--- src/rtl/jtframe_dump_ctrl.sv ---
// Capture-window scheduler: counts frames on vsync falling edges and opens a dump
// window at a programmed frame or at the end of a ROM download, closing it after N frames.
module jtframe_dump_ctrl #(
  parameter int FCW     = 32,
  parameter int LCW     = 16,
  parameter int DL_MIN  = 20000,
  parameter int AUTOARM = 1
)(
  input  logic           clk,
  input  logic           rst,
  input  logic           vs,
  input  logic           downloading,
  input  logic           arm,
  input  logic           cfg_dlmode,
  input  logic [FCW-1:0] cfg_start,
  input  logic [LCW-1:0] cfg_len,
  output logic [FCW-1:0] frame_cnt,
  output logic           dump_on,
  output logic           dump_start,
  output logic           dump_stop,
  output logic [2:0]     st
);

  localparam int CCW = (DL_MIN > 0) ? $clog2(DL_MIN + 1) : 1;

  typedef enum logic [2:0] {
    IDLE   = 3'd0,
    ARMED  = 3'd1,
    ACTIVE = 3'd2,
    DONE   = 3'd3
  } state_t;

  state_t state, state_nx;

  logic           vs_l, dl_l, fresh;
  logic [CCW-1:0] cyc_cnt;
  logic [LCW-1:0] len_cnt;
  logic           mode_q;
  logic [FCW-1:0] start_q;
  logic [LCW-1:0] len_q;
  logic           vs_fall, dl_fall, dl_rise, dl_ok;
  logic           load_cfg, open_win, close_win;

  assign vs_fall = vs_l & ~vs;
  assign dl_fall = dl_l & ~downloading;
  assign dl_rise = ~dl_l & downloading;
  assign dl_ok   = (cyc_cnt == CCW'(DL_MIN));
  assign st      = state;

  always_ff @(posedge clk) begin
    if (rst) state <= IDLE;
    else     state <= state_nx;
  end

  // An arm pulse in ARMED takes priority over a coincident start: it only reloads config.
  always_comb begin
    state_nx  = state;
    load_cfg  = 1'b0;
    open_win  = 1'b0;
    close_win = 1'b0;
    unique case (state)
      IDLE: begin
        if (arm || (fresh && (AUTOARM != 0))) begin
          load_cfg = 1'b1;
          state_nx = ARMED;
        end
      end
      ARMED: begin
        if (arm) begin
          load_cfg = 1'b1;
        end else if (mode_q ? (dl_fall && dl_ok)
                            : (vs_fall && !downloading && frame_cnt >= start_q)) begin
          open_win = 1'b1;
          state_nx = ACTIVE;
        end
      end
      ACTIVE: begin
        if (dl_rise) begin
          close_win = 1'b1;
          state_nx  = mode_q ? ARMED : DONE;
        end else if (vs_fall && len_q != '0 && LCW'(len_cnt + 1'b1) == len_q) begin
          close_win = 1'b1;
          state_nx  = DONE;
        end
      end
      DONE: begin
        if (arm) begin
          load_cfg = 1'b1;
          state_nx = ARMED;
        end
      end
      default: state_nx = IDLE;
    endcase
  end

  always_ff @(posedge clk) begin
    if (rst) begin
      vs_l       <= 1'b0;
      dl_l       <= 1'b0;
      fresh      <= 1'b1;
      cyc_cnt    <= '0;
      frame_cnt  <= '0;
      len_cnt    <= '0;
      mode_q     <= 1'b0;
      start_q    <= '0;
      len_q      <= '0;
      dump_on    <= 1'b0;
      dump_start <= 1'b0;
      dump_stop  <= 1'b0;
    end else begin
      vs_l  <= vs;
      dl_l  <= downloading;
      fresh <= 1'b0;
      if (!dl_ok) cyc_cnt <= cyc_cnt + 1'b1;
      // frame count restarts at the end of every download
      if (downloading || dl_fall) frame_cnt <= '0;
      else if (vs_fall)           frame_cnt <= frame_cnt + 1'b1;
      if (load_cfg) begin
        mode_q  <= cfg_dlmode;
        start_q <= cfg_start;
        len_q   <= cfg_len;
      end
      if (open_win)                      len_cnt <= '0;
      else if (state == ACTIVE && vs_fall) len_cnt <= len_cnt + 1'b1;
      dump_start <= open_win;
      dump_stop  <= close_win;
      if (open_win)       dump_on <= 1'b1;
      else if (close_win) dump_on <= 1'b0;
    end
  end

endmodule

--- config.mk ---
export PLATFORM = sky130hd
export DESIGN_NAME = jtframe_dump_ctrl
export DESIGN_NICKNAME = d
export VERILOG_FILES = /design/src/rtl/jtframe_dump_ctrl.sv
export SDC_FILE = /design/constraint.sdc
export NUM_CORES = 1
export LEC_CHECK = 0
export ABC_AREA = 1
export BUFFER_PORTS_ARGS = -buffer_cell sky130_fd_sc_hd__buf_2
export CORE_AREA = 4 4 173 91
export DETAILED_ROUTE_END_ITERATION = 7
export DIE_AREA = 0 0 177 95
export GPL_TIMING_DRIVEN = 0
export PLACE_DENSITY = 0.69
export SLEW_MARGIN = 0
export SYNTH_ARGS = -nofsm -noshare
export SYNTH_HDL_FRONTEND = slang
export SYNTH_SLANG_ARGS = --single-unit
export TNS_END_PERCENT = 30
--- constraint.sdc ---
create_clock -name clk -period 2.6 [get_ports clk]
set_input_delay 0.39 -clock clk [delete_from_list [all_inputs] [get_ports clk]]
set_output_delay 0.39 -clock clk [all_outputs]
set_load 0.1 [all_outputs]
==> metrics.md, run 1 <==
| Metric | Value |
|---|---|
| Run status | `complete, no violations` |
| Worst Reg2Reg Path Length in Cells | `15` |
| Synth top area share | `a little under two fifths` |
| Syn_nets | `995` |
| Chip width | `between 150 and 200 um` |
| Core box area | `14200 um^2` |
| Rows | `31` |
| YS warnings | `0` |
| Max-slew violations | `0` |
| Largest cells by area after synthesis | `dfxtp_1 38%, nand2_1 11%, a21oi_1 7.5%` |
| F_max | `~430 MHz` |
| Placed wire-length estimate | `approximately 12 mm` |
| Cell depth of the worst hold path | `1` |
| ANT nets after route | `0` |
| Largest net degree at the start of global routing | `17` |
| Synth Instances | `905` |
| Maximum VDD drop | `about 340 uV` |
| Hold worst-path end | `fresh` |
| PortBufs | `90` |
| Crit path DAT | `about 2.6 ns` |
| Synth Area per Inst | `6.97 um^2` |
| WL final | `16.4 mm` |
| Worst setup SP type | `flip-flop` |
| Number of diodes | `0` |
| Fin cells | `around 1200` |
| Starting density of the core | `44.3%` |
| Vias | `6205` |
| Total GRT Usage | `20.2%` |
| Worst-path clk slew | `0.06 ns` |
| Min Hold Slack | `0.180 ns` |
| GRT overflow | `0` |
| Final worst clock skew | `0.00803 ns` |
| Final hold vios | `0` |
| RSZ-0062 raised after global routing | `false` |
| H-tree levels | `4` |
| First-pass GRT wire length | `27.4 mm` |
| Remaining DRCs | `0` |
| CTS Root Cell | `clkbuf_16` |
| Share of cells above drive strength 1 | `15.0%` |
| Nets | `1104` |
| Fill count | `1364` |
| R2R setup slack | `0.26 ns` |
| Max-cap violation count | `0` |
| Static Leak | `~3.4 nW` |
| Placer congestion estimate | `around 0.86` |
| Clk sinks | `120` |
| Initial antenna violation count | `0` |
| Worst hold start | `rst` |
| Top Ports | `a little over 90` |
| Post-Layout Inst Area | `7640 um^2` |
| Die ar. | `16800 um^2` |
| Avg WL per Cell | `13.4 um` |
| Post-Syn Area | `6310 um^2` |
| Dpl cells | `approximately 1200` |
| Rel. slew slack | `approximately three fifths` |
| Hold WC Path Type | `in2reg` |
| Die Height | `95 um` |
| Placed cell area | `7010 um^2` |
| Yosys reg bits | `120` |
| Fin crit period | `between 2 and 2.5 ns` |
| CP required | `2.88 ns` |
| Register area share after synthesis | `about two fifths` |
| Total CTS buffers | `17` |
| CTS tree | `yes` |
| Setup violators final | `0` |
| Drt via density | `5.07` |
| Post-CTS Setup Bufs | `0` |
| Worst slew pin tran | `0.573 ns` |
| FF-to-FF Start | `frame_cnt[14]` |
| Crit path kind | `reg2reg` |
| Max FO, Critical Path | `10` |
| Pwr Total | `between 0.006 and 0.007 W` |
| Worst reg2reg endpoint | `len_cnt[9]` |
| CTS Buffer Depth | `2` |
| DR pass1 iterations | `5` |
| Final worst-path cycle share | `90.0%` |
| Initial DRC count | `386` |
| Vias in the first global route | `approximately 6000` |
| Largest area contributor in the netlist | `dfxtp_1` |
| Area Growth Syn to Fin | `21.1%` |
| Crit end category | `flip-flop` |
| Clk_lat worst skew | `0.42 ns` |
| Pwr/cell area | `approximately 790 nW/um^2` |
| Final setup TNS | `0 ns` |
| Library cells used by synthesis | `38` |
-- cell usage in the layout (no fill, tap or decap), drive strengths merged, types with 5 or more instances in the layout --
cell	n
a211oi	11
nor3	19
nor2	115
ha	36
nand3	42
a21oi	95
xor2	8
o21a	7
buf	92
o21ai	70
nor4	5
inv	128
dfxtp	120
clkinv	5
nand3b	5
nand2	188
nand4	17
clkbuf	39
-- layer usage --
metal / track usage [%] / routed length [um]
met4: 7.08 / 297
met5: 0 / 0
met2: 35.0 / 7720
met1: 25.4 / 7580
met3: 3.88 / 817
-- synth_stat cells --
| cell type | n |
|---|---|
| nand2_1 | 184 |
| o21a_1 | 7 |
| or2_2 | 2 |
| nor4_2 | 1 |
| nor3_1 | 16 |
| buf_4 | 2 |
| nand2_2 | 3 |
| conb_1 | 1 |
| o211ai_1 | 1 |
| dfxtp_1 | 120 |
| nand3b_1 | 5 |
| nand3_4 | 1 |
| clkinv_1 | 1 |
| nor4_1 | 4 |
| o21ai_1 | 4 |
| xor2_1 | 8 |
| a221oi_1 | 2 |
| nor2_4 | 4 |
| a21o_1 | 3 |
| xnor2_1 | 3 |
| a211oi_1 | 11 |
| a31oi_1 | 1 |
| a21oi_1 | 95 |
| nor2_2 | 6 |
| nand2_4 | 1 |
| ha_1 | 36 |
| o21bai_1 | 1 |
| inv_1 | 120 |
| nand3_1 | 41 |
| nor2_1 | 105 |
| nor3_4 | 2 |
| and2_4 | 1 |
| nor3b_1 | 2 |
| nor3_2 | 1 |
| clkbuf_1 | 21 |
| o21ai_0 | 66 |
| inv_2 | 6 |
| nand4_1 | 17 |
-- kinds of logic after synthesis --
group / synth area share [%]
flip-flops: 38.1
XOR/XNOR: 1.53
buffers and inverters: 9.05
other: 0.0595
AO/OA/AOI/OAI: 16.2
adder cells (fa/ha/maj): 7.14
AND/OR/NAND/NOR: 27.9
-- cell type report --
| type | instances | area (um^2) | share of cell area (%) |
|---|---|---|---|
| multi-input combinational | 635 | 3340 | 43.7 |
| clock buffer | 18 | 429 | 5.62 |
| tap | 198 | 248 | 3.24 |
| buffer | 23 | 93.8 | 1.23 |
| clock inverter | 14 | 199 | 2.60 |
| sequential | 120 | 2400 | 31.5 |
| inverter | 127 | 477 | 6.24 |
| timing repair buffer | 90 | 450 | 5.90 |
-- report_power, final --
group / switching (W) / internal, W / total [W]
logic: 0.000925 / 0.000399 / 0.00132
clock network: 0.000917 / 0.00161 / 0.00253
registers: 0.000118 / 0.00206 / 0.00218
total: 0.00196 / 0.00407 / 0.00603
-- through the flow --
stage                     util [%]  setup slack [ns]
after global routing          53.7            0.0198
after CTS                     53.6             0.169
final                         53.7             0.259
after floorplan                  -           0.00316
after detailed placement      49.2             0.193
after global placement        49.2             0.235
-- worst max-delay path, stage by stage (launching register included) --
cell      delay (ns)
dfxtp_1         0.37
ha_1            0.31
nand2_1         0.09
nor2_1          0.14
nand2_1         0.09
nor2_1          0.11
nor2_1          0.05
nand2_1         0.08
nand2_1         0.06
nand2_1         0.09
nand2_1         0.08
nand2_1         0.08
nand3_1         0.17
nand2_2         0.20
buf_4           0.21
a211oi_1        0.06
-- worst max path at each step --
stage	depth (start not counted)	end	slack [ns]	from
detailed placement	15	len_cnt[11]	0.19	frame_cnt[14]
global route	17	len_cnt[14]	0.02	frame_cnt[10]
global placement	15	len_cnt[12]	0.24	frame_cnt[14]
CTS	15	len_cnt[9]	0.17	frame_cnt[14]
finish	15	len_cnt[9]	0.26	frame_cnt[14]
floorplan	17	len_cnt[11]	0.003	frame_cnt[10]
-- state kept, by name (all words and copies together), names as in the netlist --
register	cells
vs_l	1
mode_q	1
dump_stop	1
dump_on	1
dl_l	1
st	2
fresh	1
len_cnt	16
dump_start	1
start_q	32
cyc_cnt	15
frame_cnt	32
len_q	16
-- timing repair --
item,CTS,global route
gates resized for setup,0,1
hold buffers,0,0
setup endpoints to repair,0,4
Power figures use the tool's default switching activity.
==> inputs of run 2 (changes only) <==
Settings changed: CORE_AREA 4 4 173 91 to 4 4 181 95, CTS_CLUSTER_SIZE set to 12, DIE_AREA 0 0 177 95 to 0 0 185 99, PLACE_DENSITY 0.69 to 0.64.
==> run 2 against run 1 <==
Compared with the run above: critical path depth unchanged; final cell count grew 0.49%; routed wire length rose by 0.94%; die area is 8.9% higher; via count fell by 1.2%; core utilization is 4.0 points lower; clock skew increased by 0.0022 ns; critical path type unchanged; critical endpoint unchanged; highest routed layer unchanged.
==> metrics.md, run 2 (same netlist as run 1, synthesis figures left out) <==
| Metric | Value |
|---|---|
| Run status | `complete, no violations` |
| Top Ports | `92 (unchanged)` |
| Final worst-path cycle share | `88.4% (-1.6 points)` |
| R2R setup slack | `0.30 ns (+0.04 ns)` |
| Final worst clock skew | `0.0102 ns (+0.00218 ns)` |
| CTS Root Cell | `clkbuf_16` |
| Drt via density | `4.98 (-1.7%)` |
| Total GRT Usage | `18.3% (-1.9 points)` |
| Chip width | `185 um (+4.5%)` |
| Area Growth Syn to Fin | `21.1% (about the same)` |
| Clk sinks | `120 (unchanged)` |
| Core box area | `15400 um^2 (+8.0%)` |
| Avg WL per Cell | `13.5 um (+0.45%)` |
| Pwr Total | `0.00594 W (-1.5%)` |
| Hold worst-path end | `fresh` |
| FF-to-FF Start | `frame_cnt[14]` |
| Crit path DAT | `2.57 ns (-0.05 ns)` |
| Clk_lat worst skew | `0.41 ns (about the same)` |
| Remaining DRCs | `0 (unchanged)` |
| Pwr/cell area | `778 nW/um^2 (-1.5%)` |
| Worst Reg2Reg Path Length in Cells | `15 (unchanged)` |
| H-tree levels | `4 (unchanged)` |
| Hold WC Path Type | `in2reg` |
| Placed wire-length estimate | `12.6 mm (+1.2%)` |
| Post-Layout Inst Area | `7640 um^2 (about the same)` |
| Dpl cells | `1199 (+0.50%)` |
| Starting density of the core | `41.0% (-3.3 points)` |
| WL final | `16.6 mm (+0.94%)` |
| Fill count | `1563 (+15%)` |
| Die ar. | `18300 um^2 (+8.9%)` |
| Placed cell area | `7010 um^2 (+0.11%)` |
| Fin crit period | `2.30 ns (-0.0426 ns)` |
| GRT overflow | `0 (unchanged)` |
| Cell depth of the worst hold path | `1 (unchanged)` |
| F_max | `435 MHz (+1.9%)` |
| Initial DRC count | `353 (-8.5%)` |
| Largest net degree at the start of global routing | `17 (unchanged)` |
| Max-slew violations | `0 (unchanged)` |
| Max-cap violation count | `0 (unchanged)` |
| Max FO, Critical Path | `10 (unchanged)` |
| Vias in the first global route | `5835 (-2.1%)` |
| Rows | `32 (+3.2%)` |
| Worst hold start | `rst` |
| CTS tree | `yes` |
| Share of cells above drive strength 1 | `15.1% (+0.097 points)` |
| Rel. slew slack | `55.6% (-6.1 points)` |
| Worst slew pin tran | `0.664 ns (+0.0908 ns)` |
| Initial antenna violation count | `0 (unchanged)` |
| PortBufs | `90 (unchanged)` |
| Total CTS buffers | `17 (unchanged)` |
| Maximum VDD drop | `373 uV (+8.3%)` |
| Static Leak | `3.37 nW (about the same)` |
| Nets | `1104 (unchanged)` |
| CTS Buffer Depth | `2 (unchanged)` |
| Die Height | `99 um (+4.2%)` |
| Commonest non-fill, non-tap cell in the layout | `nand2_1` |
| Worst reg2reg endpoint | `len_cnt[9]` |
| Commonest non-fill, non-tap cells in the layout | `183 x nand2_1, 120 x inv_1, 118 x dfxtp_1, 105 x nor2_1, 95 x a21oi_1` |
| Worst setup SP type | `flip-flop` |
| DR pass1 iterations | `5 (unchanged)` |
| First-pass GRT wire length | `27.6 mm (+0.61%)` |
| Worst-path clk slew | `0.06 ns (about the same)` |
| Setup violators final | `0 (unchanged)` |
| Number of diodes | `0 (unchanged)` |
| Top flop regs | `frame_cnt (32), start_q (32)` |
| Placer congestion estimate | `0.855 (-1.1%)` |
| Crit end category | `flip-flop` |
| Crit path kind | `reg2reg` |
| CP required | `2.87 ns (about the same)` |
| Final setup TNS | `0 ns (unchanged)` |
| ANT nets after route | `0 (unchanged)` |
| Fin cells | `1231 (+0.49%)` |
| Vias | `6130 (-1.2%)` |
| Final hold vios | `0 (unchanged)` |
| RSZ-0062 raised after global routing | `false` |
-- run 2: per-stage QoR --
step	worst slack [ns]	utilization, %	hold slack (ns)
floorplan	0.00316	-	0.418
global placement	0.197	45.6	0.444
detailed placement	0.155	45.6	0.452
CTS	0.152	49.6	0.168
global route	0.0222	49.7	0.174
finish	0.302	49.7	0.189
-- run 2: where the power goes --
| group | switching (W) | leakage, nW | internal, W | total (W) |
|---|---|---|---|---|
| combinational | 0.000923 | 2.10 | 0.000397 | 0.00132 |
| clock | 0.000909 | 0.292 | 0.00154 | 0.00245 |
| sequential | 0.000113 | 0.983 | 0.00206 | 0.00218 |
-- run 2: worst max-delay path: stages, from the launching register on --
cell	delay (ns)
dfxtp_1	0.38
ha_1	0.31
nand2_1	0.07
nor2_1	0.17
nand2_1	0.09
nor2_1	0.10
nor2_1	0.05
nand2_1	0.08
nand2_1	0.05
nand2_1	0.10
nand2_1	0.09
nand2_1	0.07
nand3_1	0.17
nand2_4	0.17
buf_4	0.21
a211oi_1	0.06
-- run 2: worst max path at each step --
stage | from | end | cells after the start
after global routing | frame_cnt[14] | len_cnt[9] | 15
after global placement | frame_cnt[14] | len_cnt[9] | 15
after floorplan | frame_cnt[10] | len_cnt[11] | 17
after detailed placement | frame_cnt[14] | len_cnt[11] | 15
after CTS | frame_cnt[14] | len_cnt[9] | 15
final | frame_cnt[14] | len_cnt[9] | 15
-- run 2: metal layers --
layer / vias up / part of all wire (%) / track usage [%]
met2: 116 / 46 / 29.5
met5: - / 0 / 0
li1: 3171 / - / -
met3: 22 / 3.9 / 3.61
met4: 0 / 1.5 / 6.37
met1: 2821 / 49 / 24.6
-- run 2: timing repair --
item | in CTS | in global routing
hold buffers | 0 | 0
gates resized for setup | 0 | 2
setup buffers | 0 | 0
setup endpoints to repair | 0 | 10
-- run 2: cell type report --
| class | instances | area (um^2) | area share [%] |
|---|---|---|---|
| buffer | 23 | 93.8 | 1.23 |
| clock buffer | 18 | 439 | 5.75 |
| clock inverter | 14 | 175 | 2.29 |
| inverter | 127 | 477 | 6.24 |
| multi-input combinational | 635 | 3340 | 43.7 |
| sequential | 120 | 2400 | 31.5 |
| tap | 204 | 255 | 3.34 |
| timing repair buffer | 90 | 450 | 5.90 |
